--- src/rtl/tt_check_pkg.sv ---
// Shared types and default sizes for the truth-table sweep checker.
package tt_check_pkg;

    localparam int unsigned N_IN_DFLT   = 3;
    localparam int unsigned SETTLE_DFLT = 1;
    localparam int unsigned VEC_W       = N_IN_DFLT;
    localparam int unsigned TBL_W       = 1 << VEC_W;
    localparam int unsigned SETTLE_W    = 4;

    typedef enum logic [1:0] {
        IDLE = 2'd0,
        WAIT = 2'd1,
        CMP  = 2'd2,
        DONE = 2'd3
    } state_t;

endpackage

--- src/rtl/tt_vec_sequencer.sv ---
// Input-vector counter plus settle counter; strobes for exactly one cycle per vector.
module tt_vec_sequencer
    import tt_check_pkg::*;
#(
    parameter int unsigned N_IN   = N_IN_DFLT,
    parameter int unsigned SETTLE = SETTLE_DFLT
) (
    input  logic            clk,
    input  logic            rst,
    input  logic            clr,
    input  logic            wait_en,
    output logic [N_IN-1:0] vec_out,
    output logic            cmp_strobe,
    output logic            settle_hit_c,
    output logic            last_vec_c
);

    logic [SETTLE_W-1:0] settle_cnt;

    assign settle_hit_c = (settle_cnt == SETTLE_W'(SETTLE - 1));
    assign last_vec_c   = &vec_out;

    // Strobe marks the compare cycle; the vector only advances when leaving it.
    always_ff @(posedge clk or posedge rst) begin
        if (rst) begin
            vec_out    <= '0;
            settle_cnt <= '0;
            cmp_strobe <= 1'b0;
        end else if (clr) begin
            vec_out    <= '0;
            settle_cnt <= '0;
            cmp_strobe <= 1'b0;
        end else if (cmp_strobe) begin
            cmp_strobe <= 1'b0;
            if (!last_vec_c) begin
                vec_out    <= vec_out + N_IN'(1);
                settle_cnt <= '0;
            end
        end else if (wait_en) begin
            if (settle_hit_c) begin
                cmp_strobe <= 1'b1;
            end else begin
                settle_cnt <= settle_cnt + SETTLE_W'(1);
            end
        end
    end

endmodule

--- config.mk ---
export PLATFORM = sky130hd
export DESIGN_NAME = tt_vec_sequencer
export DESIGN_NICKNAME = d
export VERILOG_FILES = /design/src/rtl/tt_check_pkg.sv /design/src/rtl/tt_vec_sequencer.sv
export SDC_FILE = /design/constraint.sdc
export NUM_CORES = 1
export LEC_CHECK = 0
export ABC_AREA = 1
export CAP_MARGIN = 40
export CORE_MARGIN = 3
export CORE_UTILIZATION = 30
export DETAILED_ROUTE_END_ITERATION = 8
export RECOVER_POWER = 25
export SLEW_MARGIN = 20
export SYNTH_ARGS = -nofsm -noshare
export SYNTH_HDL_FRONTEND = slang
export SYNTH_SLANG_ARGS = --single-unit
--- constraint.sdc ---
create_clock -name clk -period 1.3 [get_ports clk]
set_input_delay 0.195 -clock clk [delete_from_list [all_inputs] [get_ports clk]]
set_output_delay 0.195 -clock clk [all_outputs]
set_load 0.005 [all_outputs]
==> run metrics <==
Tmin final 1350 ps; Layout Nets 102; crit-path max FO 6; clock sink count 8; global-route wire length before repair 1860 µm; clock root buffer clkbuf_4; WP buf/inv 1; worst-margin pin slew 327 ps; Cell Count, Final, Fillers Out 107; TritonRoute pass-1 iters 4; final period utilization 104%; Avg Synthesized Cell Area 7.77 µm²; critical path's top delay family flip-flops; clock latency at the later pin of the worst-skew pair 260 ps; Port Buffers 9; top_reg_cell synth dfrtp_1; fill count 129; H-Tree Depth 1; failing checks negative setup slack; YS warnings 0; Max VDD drop 0.000860 V; P per Cell Area 1660 nW/µm²; Cells after DPL 100; Cells after Synth between 60 and 70; Commonest cells post-synth nand2_1, inv_1, dfrtp_1, nor2_1, nand3_1; most frequent cell on the critical path ha_4; TritonCTS clock tree built; die width between 40 and 50 µm; number of synthesized flops with an enable pin 0; pin count of the biggest net entering global routing 9; Mapped Area 489 µm²; crit-path cells ha_4, ha_4, buf_6, o21ai_4, o21ai_1, o21a_1; Seq cells post-synth 8; vias in the first global route 462; fin util between 50% and 60%; worst r2r dst vec_out[0]$_DFFE_PP0P_; CP Launch Type flop; Int Pwr 841 µW; vias approximately 480; antenna viol nets, final 0; pins over their slew limit 0; Worst Reg2Reg Path Length in Cells 6; sequential share of the synthesized area 40.9%; Synth area leader dfrtp_1; Vias/cell 4.48; Die Ht 46.4 µm; layout cells sized above 1 37.0%; Seq pwr share 28.0%; post-synth net total 71; Synth cell types 14; Std-Cell Rows 13; Remaining DRCs 0; wire length on met3 68 µm; Synth async-reset ratio 100%; WL/cell 11.1 µm; initial antenna violation count 0; Comb pwr share 57.3%; dpl cell area roughly 700 µm²; highest metal used met4; Switching Power 486 µW; Yosys top cell area share 40.9%; final setup vio count 7; post-detail-place hpwl about 860 µm; Reg clk slew, reported paths 60 ps; Placer Congestion roughly 0.72; reg-to-reg startpoint vec_out[0]$_DFFE_PP0P_; Setup WS post-layout -51.9 ps; Layout area overhead 62.9%; sw frac 36.6%; worst hold margin 320 ps; Fmax 740 MHz; MaxCap Viol Count 0; worst rel slew slack ~78%; status complete, but fails checks; worst min path class in2async; starting density of the core 34.6%; final hold violation count 0; clk_skew 7.79 ps; Clock Tree Buf Depth 2; Crit Path Class reg2reg; CP arrival 1500 ps; DR WL met2 a little over 600 µm; final wirelength 1190 µm; CP max-delay cell dfrtp_1; total die area 2150 µm²; cts bufs inserted 3; critical path capture point type flop; Clk pwr share 14.7%; core area 1420 µm²; R2R setup slack -50 ps; Tot GR Track Use 12.7%; GR Overflow Total 0; RSZ-0062 raised after global routing true; P_leak 0.000422 µW; top post-synthesis cells by area dfrtp_1, nand2_1, ha_1; design area 797 µm²; M1 WL about 500 µm; antenna cells 0; Critical Path RT ~1500 ps; DR iter-0 viols 10; worst stage delay on the critical path 410 ps; I/O pin total 10; top-count cell post-synth nand2_1
[power groups by stage]
stage | sequential [µW] | combinational (µW) | clock (µW)
finish | 371 | 760 | 195
global route | 383 | 853 | 213
CTS | 362 | 745 | 204
detailed placement | 375 | 683 | 0
global placement | 369 | 675 | 0
floorplan | 393 | 281 | 0
[metal layers]
| layer | global-route usage, % | vias to the layer above |
|---|---|---|
| met3 | 5.86 | 3 |
| met5 | 0 | - |
| met1 | 13.9 | 213 |
| met2 | 21.4 | 10 |
| met4 | 4.55 | 0 |
| li1 | - | 253 |
[per-stage QoR]
stage	setup TNS, ps	total power, µW	setup WS [ps]
2_1_floorplan	0	675	4.95
3_3_place_gp	-516	1040	-103
3_5_place_dp	-546	1060	-147
4_1_cts	-291	1310	-117
5_1_grt	-656	1450	-100
6_report	-134	1330	-51.9
[worst register-to-register path, cell delays in order, from the launching register on]
cell     delay, ps
dfrtp_1        410
ha_4           180
ha_4           160
buf_6          120
o21ai_4        170
o21ai_1        100
o21a_1         100
[state kept, by name, indices dropped and copies added, names as in the netlist]
name / count
settle_cnt: 4
vec_out: 3
cmp_strobe: 1
[placed cells by master, fill, tap and decap left out, drive strengths merged]
master	Yosys	final
clkdlybuf4s50	0	2
xnor2	1	1
o21ai	4	4
nand3	6	6
o21a	1	1
clkbuf	0	4
nor2	10	10
inv	11	11
dlygate4sd2	0	4
ha	4	4
buf	0	18
dfrtp	8	8
nand2	18	18
dlygate4sd3	0	1
[layout make-up]
cell class                      instances  area [µm²]  area share (%)
Multi-Input combinational cell         44         308            38.6
Timing Repair Buffer                   26         206            25.9
Sequential cell                         8         200            25.1
Inverter                               11        41.3            5.18
Clock buffer                            3        22.5            2.83
Tap cell                               15        18.8            2.35
[how the worst max path moves through the flow]
stage                                 startpoint                   endpoint  slack [ps]  depth (start not counted)
after CTS                 vec_out[1]$_DFFE_PP0P_                 last_vec_c        -120                          3
after global routing      vec_out[1]$_DFFE_PP0P_  settle_cnt[0]$_DFFE_PP0P_        -100                          8
after floorplan           vec_out[0]$_DFFE_PP0P_     vec_out[0]$_DFFE_PP0P_           5                          5
after detailed placement  vec_out[1]$_DFFE_PP0P_                 last_vec_c        -150                          3
final                     vec_out[0]$_DFFE_PP0P_     vec_out[0]$_DFFE_PP0P_         -50                          6
after global placement    vec_out[0]$_DFFE_PP0P_                 last_vec_c        -100                          3
[cell families after synthesis]
kind of cell,after synthesis,share of synthesized area (%)
AOI/OAI and AO/OA,5,7.93
xor gates and xnor gates,1,1.79
buffers and inverters,11,8.44
adders and majority gates,4,10.2
DFF,8,40.9
and+or+nand+nor,34,30.7
[timing repair]
action                                  CTS  global route
gates resized for setup                  20             4
endpoints found under the setup margin   11             9
hold buffers                              0             0
pin swaps                                13             4
setup buffers                             4             0
(Power assumes the default switching activity.)
